$ cat src/rtl/mem_port_arbiter_pkg.sv
// Shared definitions for the fetch / load-store memory port arbiter:
// FSM state encoding, requester ids and latency defaults.
package mem_port_arbiter_pkg;

    typedef enum logic [1:0] {
        IDLE  = 2'd0,
        ISSUE = 2'd1,
        WAIT  = 2'd2,
        DONE  = 2'd3
    } arb_state_t;

    typedef enum logic {
        REQ_FETCH = 1'b0,
        REQ_DATA  = 1'b1
    } req_id_t;

    localparam int DEFAULT_RD_LAT = 2;

    // Wide enough for the largest supported read latency of 7.
    localparam int LAT_CNT_W = 3;

endpackage

$ cat src/rtl/mem_port_arbiter.sv
// Round-robin arbiter sharing one single-port memory between instruction fetch
// and the load/store path; one access in flight, registered memory outputs.
module mem_port_arbiter
    import mem_port_arbiter_pkg::*;
#(
    parameter int ADDR_W = 10,
    parameter int DATA_W = 32,
    parameter int RD_LAT = DEFAULT_RD_LAT
) (
    input  logic              clk,
    input  logic              rst,
    input  logic              if_req,
    input  logic [ADDR_W-1:0] if_addr,
    output logic [DATA_W-1:0] if_rdata,
    output logic              if_done,
    input  logic              dm_rd,
    input  logic              dm_wr,
    input  logic [ADDR_W-1:0] dm_addr,
    input  logic [DATA_W-1:0] dm_wdata,
    output logic [DATA_W-1:0] dm_rdata,
    output logic              dm_done,
    output logic              mem_en,
    output logic              mem_we,
    output logic [ADDR_W-1:0] mem_addr,
    output logic [DATA_W-1:0] mem_wdata,
    input  logic [DATA_W-1:0] mem_rdata,
    output logic              busy,
    output logic              proto_err
);

    arb_state_t           state;
    req_id_t              last;
    req_id_t              cur_req;
    logic                 cur_write;
    logic [LAT_CNT_W-1:0] lat_cnt;

    logic fetch_pend;
    logic data_pend;
    logic pick_data;

    // Data wins only when fetch is idle or fetch had the previous grant.
    assign fetch_pend = if_req;
    assign data_pend  = dm_rd | dm_wr;
    assign pick_data  = data_pend && (!fetch_pend || (last == REQ_FETCH));

    always_ff @(posedge clk or posedge rst) begin
        if (rst) begin
            state     <= IDLE;
            last      <= REQ_DATA;
            cur_req   <= REQ_FETCH;
            cur_write <= 1'b0;
            lat_cnt   <= '0;
            mem_en    <= 1'b0;
            mem_we    <= 1'b0;
            mem_addr  <= '0;
            mem_wdata <= '0;
            if_rdata  <= '0;
            dm_rdata  <= '0;
            if_done   <= 1'b0;
            dm_done   <= 1'b0;
            busy      <= 1'b0;
            proto_err <= 1'b0;
        end else begin
            if_done <= 1'b0;
            dm_done <= 1'b0;

            case (state)
                IDLE: begin
                    if (fetch_pend || data_pend) begin
                        if (pick_data) begin
                            cur_req   <= REQ_DATA;
                            last      <= REQ_DATA;
                            cur_write <= dm_wr;
                            mem_we    <= dm_wr;
                            mem_addr  <= dm_addr;
                            mem_wdata <= dm_wdata;
                            // A simultaneous read+write is resolved as a write.
                            if (dm_rd && dm_wr) begin
                                proto_err <= 1'b1;
                            end
                        end else begin
                            cur_req   <= REQ_FETCH;
                            last      <= REQ_FETCH;
                            cur_write <= 1'b0;
                            mem_we    <= 1'b0;
                            mem_addr  <= if_addr;
                        end
                        mem_en <= 1'b1;
                        busy   <= 1'b1;
                        state  <= ISSUE;
                    end
                end

                ISSUE: begin
                    mem_en <= 1'b0;
                    mem_we <= 1'b0;
                    if (cur_write || (RD_LAT == 1)) begin
                        if (!cur_write) begin
                            if (cur_req == REQ_FETCH) begin
                                if_rdata <= mem_rdata;
                            end else begin
                                dm_rdata <= mem_rdata;
                            end
                        end
                        if (cur_req == REQ_FETCH) begin
                            if_done <= 1'b1;
                        end else begin
                            dm_done <= 1'b1;
                        end
                        state <= DONE;
                    end else begin
                        lat_cnt <= LAT_CNT_W'(RD_LAT - 1);
                        state   <= WAIT;
                    end
                end

                WAIT: begin
                    lat_cnt <= lat_cnt - 1'b1;
                    // The final count step coincides with valid memory data.
                    if (lat_cnt == LAT_CNT_W'(1)) begin
                        if (cur_req == REQ_FETCH) begin
                            if_rdata <= mem_rdata;
                            if_done  <= 1'b1;
                        end else begin
                            dm_rdata <= mem_rdata;
                            dm_done  <= 1'b1;
                        end
                        state <= DONE;
                    end
                end

                DONE: begin
                    busy  <= 1'b0;
                    state <= IDLE;
                end

                default: begin
                    state <= IDLE;
                end
            endcase
        end
    end

endmodule

$ cat config.mk
export PLATFORM = sky130hd
export DESIGN_NAME = mem_port_arbiter
export DESIGN_NICKNAME = d
export VERILOG_FILES = /design/src/rtl/mem_port_arbiter_pkg.sv /design/src/rtl/mem_port_arbiter.sv
export SDC_FILE = /design/constraint.sdc
export NUM_CORES = 1
export LEC_CHECK = 0
export ABC_AREA = 1
export CORE_MARGIN = 2
export CORE_UTILIZATION = 34
export CTS_CLUSTER_DIAMETER = 80
export DETAILED_ROUTE_END_ITERATION = 8
export PLACE_DENSITY = 0.73
export SLEW_MARGIN = 20
export SYNTH_ARGS = -nofsm -noshare
export SYNTH_HDL_FRONTEND = slang
export SYNTH_SLANG_ARGS = --single-unit
$ cat constraint.sdc
create_clock -name clk -period 6.1 [get_ports clk]
set_clock_uncertainty 0.05 [all_clocks]
set_input_delay 1.525 -clock clk [delete_from_list [all_inputs] [get_ports clk]]
set_output_delay 1.525 -clock clk [all_outputs]
set_load 0.02 [all_outputs]
======== Word-level counts from Yosys, hierarchy flattened ========
Index checks and enable logic that the tools add are counted.
storage, ports and cells
  input port bits ......................... 89
  memory bits (writable) .................. 0
  latch bits .............................. 0
  register bits ........................... 120
  word-level logic and storage cells ...... 66
  output and inout port bits .............. 112
  memory bits (read-only) ................. 0
  memories ................................ 0
operators by class
  add/subtract/negate cells ............... 1
  $lt $le $gt $ge ......................... 0
  bitwise operators ....................... 3
  reductions and logical operators ........ 18
  equal/unequal tests ..................... 7
  divide/modulo/power cells ............... 0
  multiply operators ...................... 0
  shift operators ......................... 0
  multiplexer cells ....................... 22
operators with widths
  kind                                                                number
  1-bit 2-to-1 mux                                                    11
  10-bit 2-to-1 mux                                                   1
  1-bit case mux with 2 select lines                                  5
  2-bit AND reduction                                                 5
  3-bit AND reduction                                                 3
  2-bit case mux with 4 select lines                                  1
  2-bit != test, second input constant                                3
  3-bit case mux with 2 select lines                                  1
  2-bit nonzero test                                                  3
  2-bit == test, second input constant                                2
  2-bit 2-to-1 mux                                                    2
  4-bit AND reduction                                                 1
  3-bit by 1-bit == test with 1-bit output, second input constant     1
  3-bit 2-to-1 mux                                                    1
  3-bit by 1-bit subtractor with 3-bit output, second input constant  1
  2-bit by 1-bit == test with 1-bit output, second input constant     1
  1-bit logical AND                                                   2
  2-bit logical NOT                                                   1
  1-bit logical OR                                                    2
  1-bit NOT                                                           2
  1-bit logical NOT                                                   1
  1-bit bitwise OR                                                    1

======== Depth between registers and ports, before layout ========
Gate-level depths: netlist of run 1.
  word-level depth ........................ 6
  depth in mapped cells ................... 8
  gate-level depth less buffers ........... 7

======== Worst setup path after synthesis of run 1 ========
No wires, ideal clock.
  path kind ............................... input -> register
  from .................................... input port dm_wr
  to ...................................... register mem_addr[0]
  buffers on the path ..................... 1
  required time ........................... 5.985 ns
  slack ................................... 3.846 ns
  setup time .............................. 0.065 ns
  data arrival time ....................... 2.139 ns
  stages .................................. 6
  cell sequence ........................... nor2_1 nand2_1 nand2_1 buf_4 nand2_1 nand2_1
between the ends
  longest elaborated chain between the ends .. 3
  elaborated cells between the ends (all ways) .. 5
  those cells by class .................... 1 x mux; 1 x bitwise; 3 x reduce/logical
RTL lines
  element                                                   line                                            text
  from (decl)                                               mem_port_arbiter.sv:17                          input logic dm_wr,
  1-bit bitwise OR *                                        mem_port_arbiter.sv:43                          assign data_pend = dm_rd | dm_wr;
  1-bit logical AND or 1-bit logical OR (tied branches)     mem_port_arbiter.sv:44, mem_port_arbiter.sv:69
  10-bit 2-to-1 mux or 2-bit AND reduction (tied branches)  --
  to (signal assigned)                                      mem_port_arbiter.sv:75                          mem_addr <= dm_addr;
  to (signal assigned)                                      mem_port_arbiter.sv:86                          mem_addr <= if_addr;
  to (decl)                                                 mem_port_arbiter.sv:24                          output logic [ADDR_W-1:0] mem_addr,
Every way passes the cells marked *; elsewhere a longest branch is shown, timed or not.
A chain may end at the register's enable or synchronous reset.

======== Worst setup path after layout of run 1 ========
  from .................................... input port if_req
  to ...................................... register mem_wdata[18]
between the ends
  longest elaborated chain between the ends .. 4
  elaborated cells between the ends (all ways) .. 5
  those cells by class .................... 5 x reduce/logical
RTL lines
  element                          line                    text
  from (decl)                      mem_port_arbiter.sv:12  input logic if_req,
  1-bit logical NOT                mem_port_arbiter.sv:44  assign pick_data = data_pend && (!fetch_pend || (last == REQ_FETCH));
  1-bit logical OR                 mem_port_arbiter.sv:44
  1-bit logical AND                mem_port_arbiter.sv:44
  3-bit AND reduction (no line) *  --
  to (signal assigned)             mem_port_arbiter.sv:76  mem_wdata <= dm_wdata;
  to (decl)                        mem_port_arbiter.sv:25  output logic [DATA_W-1:0] mem_wdata,
Marked as above.

==> results_dict.tcl, run 1 <==
set metrics [dict create \
    status "finished, final reports clean" \
    areaGrowthSynthToFinish_pct 52.4 \
    place.gp.congestion 0.826 \
    rsz0062_at_grt "no" \
    drt_wl_total_um 13000 \
    finalNonFillerCells 945 \
    cts_max_level 4 \
    start_kind "input port" \
    post_drt_wl_per_cell_um 13.8 \
    final_area_sq_um 7830 \
    crit_path_cell_trace "clkdlybuf4s50_1 > nand2_1 > nand3_4 > inv_2 > nand2_1 > nand2_1" \
    clk_path_buf_depth 2 \
    antenna_found_initial 0 \
    cts_resized 0 \
    hold_slack_ns 0.424 \
    p_leak_nw 3.83 \
    crit_path_top_delay_cell "inv_2" \
    cp_max_fo 35 \
    syn-num-nets 646 \
    hold_violations 0 \
    via_per_inst 4.44 \
    coreArea_sq_um 14600 \
    drive_gt1_share_pct 10.8 \
    grt_pass1_wl_um 21500 \
    cp_slowest_stage_delay_ns 0.54 \
    slew_violations 0 \
    io_pins 201 \
    clockRootBuffer "clkbuf_16" \
    setup_violations 0 \
    maxSlewHeadroom_pct 42.4 \
    drv_cap 0 \
    insertion_delay_ns 0.40 \
    port-buffer-count 200 \
    grt_max_degree 65 \
    cts-buffers-inserted 17 \
    nNetsFinal 845 \
    antennaDiodeCount 0 \
    synth.ff_latch_count 120 \
    fin_crit_sh_pct 52.3 \
    dp_slack_ns 2.48 \
    power.internal_mw 2.89 \
    cts_setup_buffers 0 \
    clock-sinks 120 \
    layout_setup_ws_ns 2.91 \
    hold_path_class "register to register" \
    drt-pass1-iter-count 5 \
    final_common_cell "nand2_1" \
    worst_path_most_repeated_cell "nand2_1" \
    power.share.sequential_pct 30.3 \
    die_h_um 127 \
    ir_drop_v 0.000293 \
    vias 4200 \
    endpoint_kind "register" \
    chipWidth_um 127 \
    dp_cells 914 \
    synth_cell_types 23 \
    path_clk_slew_ns 0.05 \
    syn_area_sq_um 5140 \
    crit_arrival_ns 3.48 \
    crit_type "input port to register" \
    timing.fmax_ghz 0.313 \
    hpwl_um 9350 \
    grt_pass1_vias 4221 \
    setup_tns_ns 0 \
    grt-ovfl-total 0 \
    synth_area_per_cell_sq_um 9.34 \
    cp_data_required_time_ns 6.39 \
    post-route-min-period_ns 3.19 \
    utilization_pct 53.5 \
    drc 0 \
    power_density_nw_per_um2 594 \
    start_util_pct 35.1 \
    grt_usage_pct 16.9 \
    layout_common_cells "nand2_1, clkdlybuf4s50_1, dfrtp_1" \
    power_mw 4.66 \
    cts_tree "done" \
    comb_power_share_pct 46.6 \
    critPathBufInv 2 \
    dieArea_sq_um 16100 \
    hold_buffers 0 \
    synthCells 550 \
    p_sw_share_pct 38.0 \
    ys_seq_area_share_pct 58.5 \
    post_dp_cell_area_sq_um 7190 \
    final_antenna_net_count 0 \
    yosys_warnings 0 \
    num_rows 44 \
    switching_power_mw 1.77 \
    fillers 1335 \
    crit_family "buffers and inverters" \
    tightest_slew_ns 0.865 \
    drt-initial-drc-count 233 \
    p_clk_share_pct 23.1 \
]
power groups by stage:
stage | Combinational, mW | Sequential, mW | Clock, mW
3_5_place_dp | 2.19 | 1.42 | 0
4_1_cts | 2.20 | 1.41 | 1.10
6_report | 2.17 | 1.41 | 1.08
3_3_place_gp | 2.16 | 1.41 | 0
5_1_grt | 2.36 | 1.46 | 1.15
2_1_floorplan | 0.819 | 1.85 | 0
synth_stat cells:
library cell,count,area share (%)
inv_2,2,0.15
buf_4,5,0.73
o21ai_1,25,2.4
buf_6,12,2.6
nand3_4,3,1.0
buf_2,5,0.49
a21oi_2,1,0.17
nor2_1,3,0.22
nor2_4,1,0.22
nand2_1,215,16
o22ai_1,1,0.12
a21oi_1,3,0.29
o21ai_2,40,6.8
dfstp_2,1,0.51
ha_1,7,1.7
dfrtp_1,119,58
inv_1,71,5.2
nand3_1,26,2.5
o21ai_0,6,0.58
nand2_2,1,0.12
nand4_1,1,0.12
o21bai_1,1,0.15
nand3b_1,1,0.15
layer usage:
layer | up-vias | routed length, um | part of all wire (%) | global-route usage (%)
met5 | - | 0 | 0 | 0
met4 | 0 | 267 | 2.0 | 6.53
met3 | 19 | 412 | 3.2 | 3.92
met2 | 96 | 6910 | 53 | 29.5
met1 | 1987 | 5430 | 42 | 20.4
li1 | 2098 | - | - | -
final timing paths:
check                                         from                        end  slack (ns)  depth (start not counted)
hold / removal             mem_addr[5]$_DFFE_PP0P_    mem_addr[5]$_DFFE_PP0P_        0.42                          2
min in group asynchronous                      rst          if_done$_DFF_PP0_        1.55                          2
setup / recovery                            if_req  mem_wdata[18]$_DFFE_PP0P_        2.91                          6
setup reg to reg              state[0]$_DFFE_PP0P_   dm_rdata[22]$_DFFE_PP0P_        3.89                          5
max in group asynchronous                      rst           last$_DFFE_PP1P_        3.49                          3
hold reg to reg            mem_addr[5]$_DFFE_PP0P_    mem_addr[5]$_DFFE_PP0P_        0.42                          2
final cells by class:
| cell class | count | area, sq um | area share, % |
|---|---|---|---|
| sequential | 120 | 3000 | 38.3 |
| timing repair buffer | 202 | 2020 | 25.7 |
| multi-input combinational | 335 | 1660 | 21.2 |
| clock buffer | 19 | 443 | 5.65 |
| inverter | 73 | 277 | 3.53 |
| tap | 184 | 230 | 2.94 |
| clock inverter | 12 | 200 | 2.56 |
sequential cells by signal, summed over array words and instances (netlist names):
register	flops
busy	1
cur_req	1
cur_write	1
dm_done	1
dm_rdata	32
if_done	1
if_rdata	32
last	1
lat_cnt	3
mem_addr	10
mem_en	1
mem_wdata	32
mem_we	1
proto_err	1
state	2
worst reg2reg max path: stages (launching register included):
cell     delay [ns]
dfrtp_1        0.43
inv_1          0.15
ha_1           0.37
nand3_4        0.67
nand2_1        0.34
o21ai_2        0.07
kinds of logic (layout without fill, tap and decap cells):
kind of cell,Yosys count,in the layout,share of synthesized area [%]
compound gates,77,77,10.6
simple gates,251,251,20.1
fa+ha+maj,7,7,1.70
buf+inv,95,306,9.18
flops,120,120,58.5
Note: power is estimated with default switching activity, not from simulation.
==> run 2, diff against run 1 <==
--- a/config.mk
+++ b/config.mk
@@ -10,7 +10,7 @@
 export CORE_UTILIZATION = 34
 export CTS_CLUSTER_DIAMETER = 80
 export DETAILED_ROUTE_END_ITERATION = 8
-export PLACE_DENSITY = 0.73
+export PLACE_DENSITY = 0.75
 export SLEW_MARGIN = 20
 export SYNTH_ARGS = -nofsm -noshare
 export SYNTH_HDL_FRONTEND = slang
==> constraint.sdc (replaced) <==
create_clock -name clk -period 2.7 [get_ports clk]
set_clock_uncertainty 0.05 [all_clocks]
set_input_delay 0.675 -clock clk [delete_from_list [all_inputs] [get_ports clk]]
set_output_delay 0.675 -clock clk [all_outputs]
set_load 0.02 [all_outputs]
==> run 2 against run 1 <==
Against the previous run:
- flip-flop and latch count did not move
- cell count rose by 0.63%
- hold slack improved by 0.0026 ns
- combinational power rose by 130%
- cell area rose by 0.26%
- critical path depth fell by 5
- core utilization rose by 0.14 points
- largest cell class unchanged
- largest power group unchanged
==> results_dict.tcl, run 2 (same netlist as run 1, synthesis figures left out) <==
set metrics [dict create \
    via_per_inst 4.42 \
    rsz0062_at_grt "no" \
    grt_usage_pct 17.1 \
    reg.largest.list "dm_rdata x32, if_rdata x32, mem_wdata x32" \
    power_density_nw_per_um2 1320 \
    drt_wl_total_um 13200 \
    crit_arrival_ns 1.43 \
    cts_tree "done" \
    hold_violations 0 \
    num_rows 44 \
    setup_violations 0 \
    switching_power_mw 4.06 \
    layout_setup_ws_ns 0.545 \
    cts_max_level 4 \
    grt_most_used_layer "met2" \
    slew_violations 0 \
    hold_path_class "register to register" \
    clock-sinks 120 \
    drv_cap 0 \
    dieArea_sq_um 16100 \
    tightest_slew_ns 0.629 \
    fin_crit_sh_pct 79.8 \
    utilization_pct 53.6 \
    power.internal_mw 6.32 \
    io_pins 201 \
    endpoint_kind "output pin" \
    status "finished, final reports clean" \
    cts-buffers-inserted 17 \
    start_kind "register" \
    cts_setup_buffers 0 \
    path_clk_slew_ns 0.05 \
    vias 4202 \
    coreArea_sq_um 14600 \
    p_clk_share_pct 20.9 \
    cp_max_fo 2 \
    power.share.sequential_pct 30.8 \
    die_h_um 127 \
    drt-initial-drc-count 201 \
    setup_tns_ns 0 \
    chipWidth_um 127 \
    dp_slack_ns 0.433 \
    final_antenna_net_count 0 \
    grt-ovfl-total 0 \
    crit_path_top_delay_cell "clkdlybuf4s50_1" \
    comb_power_share_pct 48.3 \
    hold_slack_ns 0.426 \
    drive_gt1_share_pct 11.2 \
    crit_type "register to output pin" \
    drt-pass1-iter-count 6 \
    crit_path_cell_trace "clkdlybuf4s50_1" \
    start_util_pct 35.1 \
    p_leak_nw 3.84 \
    cts_resized 0 \
    grt_util_met2_pct 29.3 \
    antennaDiodeCount 0 \
    drc 0 \
    crit_family "buffers and inverters" \
    critPathBufInv 1 \
    insertion_delay_ns 0.40 \
    port-buffer-count 200 \
    post-route-min-period_ns 2.15 \
    timing.fmax_ghz 0.464 \
    grt_pass1_wl_um 21600 \
    cp_slowest_stage_delay_ns 0.66 \
    cp_data_required_time_ns 1.98 \
    hold_buffers 0 \
    grt_max_degree 121 \
    hpwl_um 9390 \
    areaGrowthSynthToFinish_pct 52.8 \
    nNetsFinal 850 \
    place.gp.congestion 0.825 \
    use_met3_pct 4.93 \
    fillers 1318 \
    maxSlewHeadroom_pct 58.0 \
    ir_drop_v 0.000605 \
    p_sw_share_pct 39.1 \
    final_common_cell "nand2_1" \
    antenna_found_initial 0 \
    layout_common_cells "nand2_1, clkdlybuf4s50_1, dfrtp_1" \
    clk_path_buf_depth 2 \
    post_drt_wl_per_cell_um 13.9 \
    grt_use_met1_pct 19.6 \
    clockRootBuffer "clkbuf_16" \
    grt_pass1_vias 4347 \
]
[run 2: cell count changes in the layout (fill, tap and decap cells not counted)]
cell,delta
buf_4,+1
inv_4,-1
bufinv_16,-3
clkinvlp_4,+1
inv_6,+1
clkinv_2,+1
buf_12,+4
clkbuf_1,+2
[run 2: power by group through the flow]
| stage | Combinational [mW] | Sequential, mW | Clock [mW] |
|---|---|---|---|
| floorplan | 1.85 | 4.18 | 0 |
| global placement | 4.97 | 3.20 | 0 |
| detailed placement | 5.06 | 3.21 | 0 |
| CTS | 5.08 | 3.21 | 2.23 |
| global route | 5.45 | 3.31 | 2.33 |
| finish | 5.01 | 3.20 | 2.17 |
[run 2: metal layers]
| layer | wire length, um | part of all wire (%) | vias up |
|---|---|---|---|
| li1 | - | - | 2097 |
| met1 | 5420 | 41 | 1974 |
| met2 | 6760 | 51 | 94 |
| met3 | 580 | 4.4 | 37 |
| met4 | 480 | 3.6 | 0 |
| met5 | 0 | 0 | - |
[run 2: final timing paths]
| kind | slack (ns) | from | depth (start not counted) | to |
|---|---|---|---|---|
| hold / removal | 0.43 | mem_wdata[1]$_DFFE_PP0P_ | 2 | mem_wdata[1]$_DFFE_PP0P_ |
| setup reg to reg | 0.69 | state[0]$_DFFE_PP0P_ | 6 | if_rdata[17]$_DFFE_PP0P_ |
| setup / recovery | 0.55 | mem_wdata[0]$_DFFE_PP0P_ | 1 | mem_wdata[0] |
| min in group asynchronous | 0.77 | rst | 3 | mem_wdata[13]$_DFFE_PP0P_ |
| hold reg to reg | 0.43 | mem_wdata[1]$_DFFE_PP0P_ | 2 | mem_wdata[1]$_DFFE_PP0P_ |
| max in group asynchronous | 1.38 | rst | 3 | lat_cnt[2]$_DFFE_PP0P_ |
[run 2: per-stage QoR]
stage / cells / area (sq um) / power, mW
final: 951 / 7850 / 10.4
after global routing: 951 / 7850 / 11.1
after CTS: 951 / 7850 / 10.5
after detailed placement: 919 / 7280 / 8.27
after global placement: 919 / 7280 / 8.17
after floorplan: 550 / 5140 / 6.03
[run 2: final cells by class]
| cell class | instances | area [sq um] | share of cell area (%) |
|---|---|---|---|
| clock buffers | 21 | 450 | 5.74 |
| clock inverters | 11 | 124 | 1.58 |
| inverters | 73 | 278 | 3.54 |
| multi-input cells | 335 | 1660 | 21.2 |
| flip-flops and latches | 120 | 3000 | 38.3 |
| well taps | 184 | 230 | 2.93 |
| repair buffers | 207 | 2100 | 26.8 |
==> run 3, diff against run 2 <==
==> constraint.sdc (replaced) <==
create_clock -name clk -period 1.8 [get_ports clk]
set_clock_uncertainty 0.05 [all_clocks]
set_input_delay 0.45 -clock clk [delete_from_list [all_inputs] [get_ports clk]]
set_output_delay 0.45 -clock clk [all_outputs]
set_load 0.02 [all_outputs]
==> run 3 against run 2 <==
Against the previous run:
- sequential share of layout area barely moved
- non-clock buffer count rose by 13
- clock power rose by 60%
- count of clock-buffer cells in the layout rose by 2
- power rose by 44%
- combinational power rose by 35%
- flip-flop and latch count did not move
- via count rose by 0.50%
- cell count rose by 1.4%
- register-to-register slack got worse by 0.54 ns
- core utilization barely moved
==> results_dict.tcl, run 3 (same netlist as run 1, synthesis figures left out) <==
set metrics [dict create \
    status "finished, final reports clean" \
    crit_path_top_delay_cell "dfrtp_1" \
    crit_family "flip-flops" \
    rr_worst_depth 6 \
    crit_path_cell_trace "inv_1 > ha_1 > nand3_4 > buf_12 > nand2_1 > o21ai_2" \
    critPathBufInv 2 \
    cts_tree "done" \
    reg.largest.list "dm_rdata x32, if_rdata x32, mem_wdata x32" \
    dieArea_sq_um 16100 \
    layout_common_cells "nand2_1, dfrtp_1, dlygate4sd2_1" \
    num_rows 44 \
    hold_violations 0 \
    min_from "mem_addr[2]$_DFFE_PP0P_" \
    drc 0 \
    cp_max_fo 50 \
    drv_cap 0 \
    chipWidth_um 127 \
    die_h_um 127 \
    grt_pass1_vias 4218 \
    via_per_inst 4.38 \
    clockRootBuffer "clkbuf_16" \
    min_path_cells 2 \
    insertion_delay_ns 0.41 \
    port-buffer-count 200 \
    drt-pass1-iter-count 4 \
    clock-sinks 120 \
    cp_slowest_stage_delay_ns 0.43 \
    start_kind "register" \
    dp_slack_ns -0.160 \
    layout_setup_ws_ns 0.148 \
    reg2reg_to "if_rdata[5]$_DFFE_PP0P_" \
    endpoint_kind "register" \
    coreArea_sq_um 14600 \
    ir_drop_v 0.000827 \
    rsz0062_at_grt "no" \
    grt-ovfl-total 0 \
    multi_input_area_sq_um 1670 \
    timing.fmax_ghz 0.605 \
    io_pins 201 \
    hpwl_um 9550 \
    drt_wl_total_um 13100 \
    path_clk_slew_ns 0.06 \
    post-route-min-period_ns 1.65 \
    ff_latch_area_sq_um 3000 \
    power_mw 15.0 \
    holdPathEnd "mem_addr[2]$_DFFE_PP0P_" \
    nNetsFinal 863 \
    place.gp.congestion 0.833 \
    crit_arrival_ns 1.89 \
    cts-buffers-inserted 17 \
    tightest_slew_ns 0.489 \
    areaGrowthSynthToFinish_pct 52.8 \
    post_drt_wl_per_cell_um 13.6 \
    p_leak_nw 4.17 \
    slew_violations 0 \
    drive_gt1_share_pct 12.4 \
    dp_cells 932 \
    fillers 1379 \
    clk_path_buf_depth 2 \
    final_common_cell "nand2_1" \
    drt-initial-drc-count 202 \
    cts_max_level 4 \
    rr_startpoint "state[0]$_DFFE_PP0P_" \
    final_antenna_net_count 0 \
    vias 4223 \
    setup_violations 0 \
    finalNonFillerCells 964 \
    crit_type "register to register" \
    cp_data_required_time_ns 2.04 \
    grt_usage_pct 16.7 \
    fin_crit_sh_pct 91.8 \
    grt_max_degree 89 \
    power_density_nw_per_um2 1910 \
    grt_pass1_wl_um 21000 \
    hold_path_class "register to register" \
    antennaDiodeCount 0 \
    reg2reg_slack_ns 0.15 \
    antenna_found_initial 0 \
    start_util_pct 35.1 \
    maxSlewHeadroom_pct 67.4 \
]
-- run 3: layout make-up --
class                      instances  area share [%]
inverter                          73            3.54
tap                              184            2.93
clock inverter                     9            1.88
timing repair buffer             220            26.3
sequential                       120            38.3
clock buffer                      23            5.83
multi-input combinational        335            21.3
-- run 3: what timing repair did --
item / in CTS / in global routing
hold buffers: 0 / 0
endpoints found under the setup margin: 112 / 7
resized for setup: 112 / 1
setup buffers: 0 / 0
hold endpoints to repair: 0 / 0
pin swaps: 0 / 0
-- run 3: power breakdown --
group          total [mW]  internal [mW]  switching [mW]
Clock                3.48           2.34            1.14
Combinational        6.74           2.58            4.16
Sequential           4.74           4.05           0.691
Total                15.0           8.98            5.99
-- run 3: routing by layer --
layer  vias to the layer above  track usage (%)  wire (um)
met1                      1967             19.3       5500
met2                        99             29.3       6820
met3                        24             4.68        448
li1                       2133                -          -
met5                         -                0          0
met4                         0             6.72        301
-- run 3: worst max path at each step --
stage | cells after the start | start | endpoint | slack [ns]
CTS | 6 | state[0]$_DFFE_PP0P_ | mem_addr[8]$_DFFE_PP0P_ | 0.11
global placement | 4 | dm_rd | cur_req$_DFFE_PP0P_ | -0.09
global route | 7 | state[0]$_DFFE_PP0P_ | lat_cnt[2]$_DFFE_PP0P_ | 0.01
floorplan | 1 | rst | busy$_DFFE_PP0P_ | -0.17
finish | 6 | state[0]$_DFFE_PP0P_ | if_rdata[5]$_DFFE_PP0P_ | 0.15
detailed placement | 5 | dm_rd | mem_addr[8]$_DFFE_PP0P_ | -0.16
-- run 3: worst register-to-register path, delay by kind of cell (launching register included) --
kind | cells | cell delay [ns]
flops | 1 | 0.43
fa+ha+maj | 1 | 0.36
buf+inv | 2 | 0.35
simple gates | 2 | 0.30
compound gates | 1 | 0.05
-- run 3: metrics by stage --
step	cell area (sq um)	utilization [%]	setup TNS [ns]	hold slack (ns)
2_1_floorplan	5140	-	-20.06	0.399
3_3_place_gp	7380	50.4	-1.14	0.412
3_5_place_dp	7380	50.4	-1.52	0.413
4_1_cts	7840	53.6	0	0.425
5_1_grt	7850	53.6	0	0.439
6_report	7850	53.6	0	0.419
